`src/rtl/ssd_scan_controller.sv`:
```
// rtl/ssd_scan_controller.sv - multi-digit 7-segment scan driver with per-frame snapshot and dead-time
// Optional blinking digits are enabled by defining SSD_BLINK_EN.
module ssd_scan_controller #(
    parameter int NUM_DIGITS   = 8,
    parameter int REFRESH_BITS = 16,
    parameter int BLANK_CYCLES = 64,
    parameter int BLINK_FRAMES = 64
) (
    input  logic                    clk,
    input  logic                    reset,
    input  logic [4*NUM_DIGITS-1:0] digit_data,
    input  logic [NUM_DIGITS-1:0]   digit_en,
    input  logic [NUM_DIGITS-1:0]   dp_in,
`ifdef SSD_BLINK_EN
    input  logic [NUM_DIGITS-1:0]   blink_mask,
`endif
    output logic [NUM_DIGITS-1:0]   anode,
    output logic [6:0]              ssdOut,
    output logic                    dp,
    output logic                    frame_tick
);

    localparam int IDX_W = (NUM_DIGITS > 1) ? $clog2(NUM_DIGITS) : 1;
    localparam logic [IDX_W-1:0] LAST_IDX = IDX_W'(NUM_DIGITS - 1);

    if (NUM_DIGITS < 1 || NUM_DIGITS > 8 || BLINK_FRAMES < 1) begin : g_bad_param
        $error("ssd_scan_controller: illegal parameter value");
    end

    logic [REFRESH_BITS-1:0] cnt_q, cnt_d;
    logic [IDX_W-1:0]        idx_q, idx_d;
    logic [4*NUM_DIGITS-1:0] data_q;
    logic [NUM_DIGITS-1:0]   en_q;
    logic [NUM_DIGITS-1:0]   dp_q;
    logic [NUM_DIGITS-1:0]   anode_q, anode_d;
    logic [6:0]              seg_q, seg_d;
    logic                    dp_out_q, dp_out_d;
    logic                    frame_tick_q;
    logic                    tick, snap, blank, lit;

    function automatic logic [6:0] seg7(input logic [3:0] nib);
        case (nib)
            4'h0: seg7 = 7'b1000000;
            4'h1: seg7 = 7'b1111001;
            4'h2: seg7 = 7'b0100100;
            4'h3: seg7 = 7'b0110000;
            4'h4: seg7 = 7'b0011001;
            4'h5: seg7 = 7'b0010010;
            4'h6: seg7 = 7'b0000010;
            4'h7: seg7 = 7'b1111000;
            4'h8: seg7 = 7'b0000000;
            4'h9: seg7 = 7'b0010000;
            4'hA: seg7 = 7'b0001000;
            4'hB: seg7 = 7'b0000011;
            4'hC: seg7 = 7'b1000110;
            4'hD: seg7 = 7'b0100001;
            4'hE: seg7 = 7'b0000110;
            default: seg7 = 7'b0001110;
        endcase
    endfunction

    assign tick = &cnt_q;
    assign snap = tick && (idx_q == LAST_IDX);

    if (BLANK_CYCLES == 0) begin : g_no_blank
        assign blank = 1'b0;
    end else begin : g_blank
        localparam logic [REFRESH_BITS-1:0] BLANK_LIM = REFRESH_BITS'(BLANK_CYCLES);
        assign blank = (cnt_q < BLANK_LIM);
    end

`ifdef SSD_BLINK_EN
    localparam int FC_W = (BLINK_FRAMES > 1) ? $clog2(BLINK_FRAMES) : 1;
    localparam logic [FC_W-1:0] FC_LAST = FC_W'(BLINK_FRAMES - 1);

    logic [NUM_DIGITS-1:0] blink_q;
    logic [FC_W-1:0]       fcnt_q;
    logic                  phase_q;

    // Frame count advances on the same edge that raises frame_tick, so phase flips on a frame boundary.
    always_ff @(posedge clk) begin
        if (reset) begin
            blink_q <= '0;
            fcnt_q  <= '0;
            phase_q <= 1'b0;
        end else if (snap) begin
            blink_q <= blink_mask;
            if (fcnt_q == FC_LAST) begin
                fcnt_q  <= '0;
                phase_q <= ~phase_q;
            end else begin
                fcnt_q <= fcnt_q + 1'b1;
            end
        end
    end
`endif

    always_comb begin
        cnt_d = cnt_q + 1'b1;
        idx_d = idx_q;
        if (tick) begin
            idx_d = (idx_q == LAST_IDX) ? '0 : idx_q + 1'b1;
        end
    end

    always_comb begin
        lit = en_q[idx_q] && !blank;
`ifdef SSD_BLINK_EN
        lit = lit && !(blink_q[idx_q] && phase_q);
`endif
        anode_d  = '1;
        seg_d    = 7'h7F;
        dp_out_d = 1'b1;
        if (lit) begin
            anode_d  = ~(NUM_DIGITS'(1) << idx_q);
            seg_d    = seg7(data_q[4*int'(idx_q) +: 4]);
            dp_out_d = ~dp_q[idx_q];
        end
    end

    always_ff @(posedge clk) begin
        if (reset) begin
            cnt_q        <= '0;
            idx_q        <= '0;
            data_q       <= '0;
            en_q         <= '0;
            dp_q         <= '0;
            anode_q      <= '1;
            seg_q        <= 7'h7F;
            dp_out_q     <= 1'b1;
            frame_tick_q <= 1'b0;
        end else begin
            cnt_q        <= cnt_d;
            idx_q        <= idx_d;
            anode_q      <= anode_d;
            seg_q        <= seg_d;
            dp_out_q     <= dp_out_d;
            frame_tick_q <= snap;
            if (snap) begin
                data_q <= digit_data;
                en_q   <= digit_en;
                dp_q   <= dp_in;
            end
        end
    end

    assign anode      = anode_q;
    assign ssdOut     = seg_q;
    assign dp         = dp_out_q;
    assign frame_tick = frame_tick_q;

endmodule

```
`config.mk`:
```
export PLATFORM = sky130hd
export DESIGN_NAME = ssd_scan_controller
export DESIGN_NICKNAME = d
export VERILOG_FILES = /design/src/rtl/ssd_scan_controller.sv
export SDC_FILE = /design/constraint.sdc
export NUM_CORES = 1
export LEC_CHECK = 0
export CORE_MARGIN = 3
export CORE_UTILIZATION = 44
export DETAILED_ROUTE_END_ITERATION = 16
export PLACE_DENSITY = 0.69
export SETUP_SLACK_MARGIN = 0.05
export SKIP_CTS_REPAIR_TIMING = 1
export SYNTH_ARGS = -nofsm -noshare
export SYNTH_HDL_FRONTEND = slang
export SYNTH_SLANG_ARGS = --single-unit
export TNS_END_PERCENT = 5
```
`constraint.sdc`:
```
create_clock -name clk -period 4.23 [get_ports clk]
set_input_delay 1.0575 -clock clk [delete_from_list [all_inputs] [get_ports clk]]
set_output_delay 1.0575 -clock clk [all_outputs]
set_load 0.01 [all_outputs]
```
==> impl_results.md, run 1 <==
- Final hold vios: 0
- NumNets Final: between 500 and 600
- Fill count: 741
- # H-tree levels: 3
- Number of synthesized flops with an enable pin: 0
- P_int: 1.057 mW
- Synth Area in XOR/XNOR: under 10%
- CP max stage cell: dfxtp_1
- Sw power: slightly below 0.3 mW
- Max Clock Skew: about 0.012 ns
- Post-synthesis compound-gate area fraction: between 10% and 20%
- Placed cells: 561
- CTS clk-pin slew, worst paths: around 0.080 ns
- Sequential share of power: between 50% and 60%
- Fin crit period: approximately 2.9 ns
- R2r endpoint: dp_q[7]
- Post-Synth Adder-Cell Area: 4.186%
- Worst hold start: data_q[13]
- Ports: 67
- Top-area cell type share of the netlist area: ~47%
- Proportion of layout cells with a drive suffix above 1: 7.806%
- P_leak: 1.569 nW
- Ys Warns: 0
- Die width: 96.29 µm
- Mapped cell area: ~3600 µm²
- Setup Total Neg Slack: 0 ns
- # setup viols final: 0
- Reg2reg start: idx_q[1]
- Top_reg_cell synth: dfxtp_1
- Met1 wire length: approximately 3.6 mm
- Flop-to-flop setup slack: 1.38 ns
- Final HPWL DP: ~5.4 mm
- Hold path endpoint: data_q[13]
- WP data required: 4.51 ns
- Wirelength, routed: approximately 7.6 mm
- Simple-Gate Fraction of Synth Area: 20.89%
- PD cells: 303.4 nW/µm²
- Clk Latency, worst-skew pair: 0.35 ns
- Seq/Total Area, Yosys: 46.88%
- Vias in the first global route: roughly 2600
- Crit path cell chain: ha_1, ha_1, inv_1, nor3_4, buf_4, nand2_1, a21oi_1
- Gr usage total: approximately 17%
- Sw Share: roughly 22%
- Syn_nets: 475
- Critical Path AT: around 3.1 ns
- Peak VDD IR: 0.1433 mV
- Worst path max stage delay: about 0.81 ns
- Post-synth cell types: 43
- Crit. End Element: register
- DRT iter0 DRCs: about 120
- Largest family of logic cells by synthesized area: simple AND/OR/NAND/NOR gates
- Crit-path max FO: 25
- Top achievable clock speed: around 0.35 GHz
- Initial antenna violation count: 0
- DR vias/cell: slightly above 5
- Hold Path Cell Cnt: 2
- Synth Area per Inst: between 8 and 9 µm²
- Post-synth top area cell: dfxtp_1
- Clock share of power: between 30% and 40%
- Met3 routed wirelength: ~460 µm
- Unrepaired setup endpoints after global routing: false
- # DRC: 0
- Combinational Power Share: around 4.5%
- First-pass iteration count of the detailed router: 4
- Largest net degree at the start of global routing: roughly 70
- Family with the most delay on the worst path: flip-flops
- Final Cycle Share: between 60% and 70%
- Total CTS buffers: 9
- Main area contributors after synthesis: dfxtp_1 (47%), nand2_1 (12%), a21oi_1 (7.8%), mux4_2 (6.3%), ha_1 (4.2%)
- Most instantiated cells after synthesis: nand2_1 (116), dfxtp_1 (84), a21oi_1 (56), nor2_1 (25), clkbuf_1 (15)
- Crit path kind: register to register
- Max Transition Viols Final: 0
- Yosys reg bits: 84
- Crit path top cell by count: ha_1
- Met2 wire len: roughly 3.4 mm
- Final Util: a little under three fifths
- Area Overhead vs Synth: 24.28%
- Area post-placement: approximately 4300 µm²
- Most frequent cell after synthesis: nand2_1
- Outcome: completed
- Slew headroom: 44.51%
- Via count: 2922
- Design area: 4458 µm²
- Critical path buffers and inverters: 2
- Max clock buf depth: 2
- Core ar.: a little under 8000 µm²
- CP startpoint kind: register
- DR WL/cell: around 13 µm
- CTS Sinks: 84
- Antenna Violating Nets Remaining: 0
- Mux contribution to synthesized area: between 8 and 9%
- Worst slew pin tran: between 0.8 and 0.9 ns
- Top Metal Used: met4
- Port buffer count: 66
- Worst Hold Class: register to register
- Grt ovf: 0
- Gp weighted congestion: 0.8729
- Die height: approximately 96 µm
- Max-Cap Viols: 0
- TritonCTS clock tree: yes
- Final hold slack: between 0.4 and 0.5 ns
- Clock root buffer: clkbuf_8
- Inserted Diodes: 0
- Post-Layout Cell Count: 576
- First-pass GRT wire length: 11.88 mm
- Row count: 32
- Die ar.: 9272 µm²
- Mapped Cells: 413
- FF-to-FF path depth: 7
- Initial core utilization: roughly 46%
- Synth async-reset ratio: 0%
[placed cells by master, fill, tap and decap left out, drive strengths merged, types with 8 or more instances in the layout]
master	instances
nand2	116
dfxtp	84
clkdlybuf4s50	65
a21oi	56
nor2	25
inv	13
ha	12
mux4	10
clkbuf	10
mux2i	8
[area by class of cell]
cell class	instances	area (µm²)	area share, %
Clock buffer	10	137.6	3.087
Clock inverter	5	28.78	0.6455
Inverter	13	48.80	1.095
Multi-Input combinational cell	292	1748	39.21
Sequential cell	84	1682	37.72
Tap cell	102	127.6	2.863
Timing Repair Buffer	70	685.7	15.38
[stage by stage]
step	setup WS, ns	power (mW)
2_1_floorplan	1.704	0.8258
5_1_grt	1.083	1.403
6_report	1.375	1.353
3_5_place_dp	1.401	0.8739
4_1_cts	1.374	1.365
3_3_place_gp	1.470	0.8741
[tightest hold or removal path: stages (launching register included)]
cell,delay [ns]
dfxtp_1,0.31
nand2_1,0.05
a21oi_1,0.05
[power by group through the flow]
stage | combinational, mW | clock [mW] | sequential, mW
after CTS | 0.0607 | 0.509 | 0.795
after global routing | 0.0642 | 0.543 | 0.795
after detailed placement | 0.0603 | 0 | 0.814
final | 0.0605 | 0.497 | 0.795
after global placement | 0.0607 | 0 | 0.813
after floorplan | 0.0128 | 0 | 0.813
[layer usage]
| layer | vias up | global-route usage (%) |
|---|---|---|
| li1 | 1502 | - |
| met1 | 1329 | 22.98 |
| met2 | 80 | 24.67 |
| met3 | 11 | 4.144 |
| met4 | 0 | 7.360 |
| met5 | - | 0 |
[how the worst max path moves through the flow]
stage / from / slack (ns) / endpoint / cells after the start
6_report: idx_q[1] / 1.38 / dp_q[7] / 7
2_1_floorplan: idx_q[0] / 1.70 / ssdOut[5] / 9
3_5_place_dp: idx_q[1] / 1.40 / data_q[9] / 7
3_3_place_gp: idx_q[1] / 1.47 / en_q[7] / 7
5_1_grt: idx_q[1] / 1.08 / en_q[5] / 7
4_1_cts: idx_q[1] / 1.37 / dp_q[7] / 7
[state kept, by name, summed over array words and instances (netlist names)]
| register | flops |
|---|---|
| dp_q | 8 |
| cnt_q | 16 |
| dp | 1 |
| data_q | 32 |
| idx_q | 3 |
| ssdOut | 7 |
| anode | 8 |
| frame_tick | 1 |
| en_q | 8 |
[logic make-up (layout without fill, tap and decap cells)]
| kind of cell | Yosys count | count (layout) |
|---|---|---|
| adders and majority gates | 12 | 12 |
| AOI/OAI and AO/OA | 74 | 74 |
| xor gates and xnor gates | 12 | 12 |
| muxes | 19 | 19 |
| buffers and inverters | 37 | 98 |
| and+or+nand+nor | 175 | 175 |
| DFF | 84 | 84 |
Note: power is estimated with default switching activity, not from simulation.
==> run 2: changes to the inputs <==
- clock period: 4.23 -> 2.9 ns (I/O delays scaled with it)
==> impl_results.md, run 2 (synthesis results as in run 1) <==
- Outcome: completed
- Final Cycle Share: slightly below 90%
- Largest net degree at the start of global routing: 67
- Largest Register: data_q
- Crit path kind: register to register
- Row count: 32
- Worst path max stage delay: between 0.5 and 0.6 ns
- DR vias/cell: a little over 5
- Area Overhead vs Synth: 26.30%
- Most Used Layer, Global Route: met2
- Ports: between 60 and 70
- PD cells: 477.8 nW/µm²
- Total Power: ~2.2 mW
- Port buffer count: 66
- TritonCTS clock tree: yes
- Gp weighted congestion: between 0.9 and 1
- Final HPWL DP: ~5.6 mm
- Crit path cell chain: buf_4, mux4_2, mux2i_1, inv_1, ha_1, nand3_1, o21ai_0, a221o_1
- Proportion of layout cells with a drive suffix above 1: under 10%
- Critical path buffers and inverters: 2
- Post-Layout Cell Count: approximately 580
- Family with the most delay on the worst path: multiplexers
- # H-tree levels: 3
- Met2 GRT Util: between 20 and 30%
- Worst Hold Class: register to register
- Slew headroom: 46.32%
- Crit-path max FO: 14
- Die height: roughly 96 µm
- P_leak: about 1.6 nW
- DRT iter0 DRCs: 141
- CP startpoint kind: register
- Initial antenna violation count: 0
- Placed cells: 563
- Pre-CTS setup slack: 0.3862 ns
- Final Util: 58.03%
- Biggest regs: data_q: 32 flops, cnt_q: 16 flops
- Met3 usage: between 3 and 4%
- Most frequent cells in the layout: nand2_1 (116), dfxtp_1 (84), clkdlybuf4s50_1 (65)
- Setup slack after layout: ~0.37 ns
- Fin crit period: around 2.5 ns
- Die width: ~96 µm
- Met1 Usage GRT: a little under a quarter
- Clk Latency, worst-skew pair: 0.35 ns
- Grt ovf: 0
- CTS Sinks: 84
- Clock root buffer: clkbuf_8
- Via count: around 3000
- Unrepaired setup endpoints after global routing: false
- Max-Cap Viols: 0
- CP max stage cell: mux4_2
- Antenna Violating Nets Remaining: 0
- Area post-placement: around 4300 µm²
- Max clock buf depth: 2
- First-pass GRT wire length: approximately 12 mm
- Wirelength, routed: 7.640 mm
- Setup Total Neg Slack: 0 ns
- DR WL/cell: ~13 µm
- Max Clock Skew: 0.01045 ns
- Worst slew pin tran: 0.7997 ns
- Gr usage total: 17.05%
- Max Transition Viols Final: 0
- Crit. End Element: register
- # DRC: 0
- Total CTS buffers: 9
- Die ar.: about 9300 µm²
- First-pass iteration count of the detailed router: 4
- Peak VDD IR: between 0.2 and 0.3 mV
- Vias in the first global route: ~2600
- Largest register FFs: 32
- Core ar.: slightly below 8000 µm²
- CTS clk-pin slew, worst paths: 0.08 ns
- Design area: approximately 4500 µm²
- NumNets Final: roughly 530
- Final hold vios: 0
- Most common cell after layout, fill and taps aside: nand2_1
- Final hold slack: about 0.46 ns
- Top achievable clock speed: 0.3956 GHz
- Initial core utilization: a little under half
- # setup viols final: 0
- Critical Path AT: about 2.8 ns
- WP data required: ~3.1 ns
- Inserted Diodes: 0
==> run 2: where the power goes <==
group,internal (mW),leakage [nW],switching [mW]
Sequential,1.16,0.678,0.00349
Clock,0.508,0.113,0.410
Combinational,0.0615,0.811,0.0262
==> run 2: path summary, 6_finish.rpt <==
path,to,slack [ns],cells past startpoint,start
hold / removal,en_q[4],0.46,2,en_q[4]
setup reg to reg,ssdOut[6],0.37,8,idx_q[0]
hold reg to reg,en_q[4],0.46,2,en_q[4]
setup / recovery,ssdOut[6],0.37,8,idx_q[0]
==> run 2: metal layers <==
layer	part of all wire [%]	vias to the layer above
li1	-	1502
met1	48	1341
met2	46	74
met3	4.4	14
met4	1.7	0
met5	0	-
==> run 2: worst reg2reg max path, cell delays in order, from the launching register on <==
cell     delay, ns
dfxtp_1       0.33
buf_4         0.25
mux4_2        0.52
mux2i_1       0.42
inv_1         0.15
ha_1          0.23
nand3_1       0.11
o21ai_0       0.12
a221o_1       0.29
==> run 2: final cells by class <==
cell class                      count  area [µm²]
Clock buffer                       10       137.6
Clock inverter                      6       86.33
Fill cell                         728        3277
Inverter                           13       48.80
Multi-Input combinational cell    292        1748
Sequential cell                    84        1682
Tap cell                          102       127.6
Timing Repair Buffer               72       700.7
==> run 3: changes to the inputs <==
- CORE_ASPECT_RATIO: not set -> 1.4
==> impl_results.md, run 3 (synthesis results as in run 1) <==
- DR WL/cell: approximately 14 µm
- Slew headroom: 61.72%
- Final Util: a little under 60%
- First-pass iteration count of the detailed router: 4
- Peak VDD IR: between 0.3 and 0.4 mV
- WP data required: approximately 3.1 ns
- Setup Total Neg Slack: 0 ns
- Sw power: roughly 0.43 mW
- Row count: 38
- Crit-path max FO: 13
- Final Cycle Share: a little under 90%
- Crit path cell chain: buf_4, mux4_2, mux2i_1, inv_1, ha_1, nand3_1, o21ai_0, a221o_1
- Initial core utilization: a little under half
- Wirelength, routed: 7.890 mm
- Worst slew pin tran: 0.5742 ns
- Biggest regs: data_q: 32 flops, cnt_q: 16 flops
- Worst hold start: dp_q[3]
- Inserted Diodes: 0
- Top achievable clock speed: 0.3979 GHz
- Clk Latency, worst-skew pair: 0.34 ns
- Die width: 82.31 µm
- CP startpoint kind: register
- Worst path max stage delay: roughly 0.54 ns
- Largest register FFs: 32
- Crit. End Element: register
- Critical path buffers and inverters: 2
- Hold Path Cell Cnt: 2
- Most Used Layer, Global Route: met2
- Reg2reg start: idx_q[0]
- Crit path kind: register to register
- Total CTS buffers: 9
- Critical Path AT: approximately 2.8 ns
- Met3 usage: 2.548%
- Most frequent cells in the layout: nand2_1 (116), dfxtp_1 (84), clkdlybuf4s50_1 (65)
- Clock root buffer: clkbuf_8
- Final HPWL DP: just under 6 mm
- Proportion of layout cells with a drive suffix above 1: 8.768%
- Combinational Power Share: roughly 4.0%
- Most common cell after layout, fill and taps aside: nand2_1
- CTS clk-pin slew, worst paths: 0.08 ns
- NumNets Final: between 500 and 600
- # DRC: 0
- Antenna Violating Nets Remaining: 0
- Core ar.: a little under 8000 µm²
- PD cells: roughly 480 nW/µm²
- Ports: 67
- Fin crit period: approximately 2.5 ns
- Worst Hold Class: register to register
- Max-Cap Viols: 0
- Largest Register: data_q
- P_leak: around 1.6 nW
- Family with the most delay on the worst path: multiplexers
- Clock share of power: 42.6%
- Hold path endpoint: dp_q[3]
- Max clock buf depth: 2
- Sequential share of power: a little over half
- CTS Sinks: 84
- Vias in the first global route: about 2900
- Max Clock Skew: around 0.0053 ns
- Final hold vios: 0
- Max Transition Viols Final: 0
- # H-tree levels: 3
- Total Power: 2.171 mW
- Largest net degree at the start of global routing: 40
- Design area: roughly 4600 µm²
- First-pass GRT wire length: 12.99 mm
- FF-to-FF path depth: 8
- Grt ovf: 0
- Flop-to-flop setup slack: 0.39 ns
- Gr usage total: approximately 18%
- Sw Share: 19.71%
- Met1 Usage GRT: between 20% and 30%
- Die ar.: between 9000 and 10000 µm²
- R2r endpoint: ssdOut[6]
- # setup viols final: 0
- Met2 GRT Util: 32.49%
- Area Overhead vs Synth: 26.86%
- Port buffer count: 66
- Gp weighted congestion: about 0.93
- Outcome: completed
- Unrepaired setup endpoints after global routing: false
- DR vias/cell: around 5
- DRT iter0 DRCs: 166
- Via count: slightly below 3000
- CP max stage cell: mux4_2
- P_int: between 1.5 and 2 mW
- Die height: between 100 and 150 µm
- Area post-placement: ~4300 µm²
- Initial antenna violation count: 0
- Post-Layout Cell Count: slightly below 600
- TritonCTS clock tree: yes
- Placed cells: about 560
[run 3: cell count changes in the layout (fill, tap and decap cells not counted)]
cell	previous run	this run
clkinv_2	2	1
inv_6	1	0
buf_4	6	9
clkbuf_8	10	11
[run 3: power groups by stage]
stage | logic (mW) | registers [mW] | clock network, mW
3_5_place_dp | 0.0883 | 1.19 | 0
2_1_floorplan | 0.0186 | 1.19 | 0
5_1_grt | 0.0954 | 1.16 | 0.980
6_report | 0.0878 | 1.16 | 0.924
4_1_cts | 0.0886 | 1.16 | 0.939
3_3_place_gp | 0.0884 | 1.19 | 0
[run 3: how the worst max path moves through the flow]
| stage | from | end | slack (ns) | cells past startpoint |
|---|---|---|---|---|
| final | idx_q[0] | ssdOut[6] | 0.39 | 8 |
| after global routing | idx_q[0] | ssdOut[2] | 0.23 | 7 |
| after CTS | idx_q[0] | ssdOut[6] | 0.37 | 8 |
| after detailed placement | idx_q[0] | ssdOut[6] | 0.39 | 8 |
| after global placement | idx_q[0] | ssdOut[2] | 0.50 | 7 |
| after floorplan | idx_q[0] | ssdOut[5] | 0.37 | 9 |
[run 3: area by class of cell]
class	instances	area [µm²]
inverters	13	48.80
clock buffers	11	151.4
multi-input cells	292	1748
fillers	690	3294
flip-flops and latches	84	1682
clock inverters	4	72.57
repair buffers	75	723.2
well taps	100	125.1
[run 3: tightest hold or removal path, cell delays in order, from the launching register on]
cell and delay, ns:
dfxtp_1 0.31, nand2_1 0.05, a21oi_1 0.05
[run 3: stage by stage]
step                setup slack, ns  hold slack, ns
floorplan                    0.3740          0.4298
global placement             0.5008          0.4398
detailed placement           0.3887          0.4466
CTS                          0.3738          0.4577
global route                 0.2253          0.4773
finish                       0.3869          0.4549
[run 3: per-layer routing]
layer	up-vias	wire, µm
met1	1398	3162
met4	0	195
met5	-	0
met3	15	264
met2	61	4268
li1	1508	-
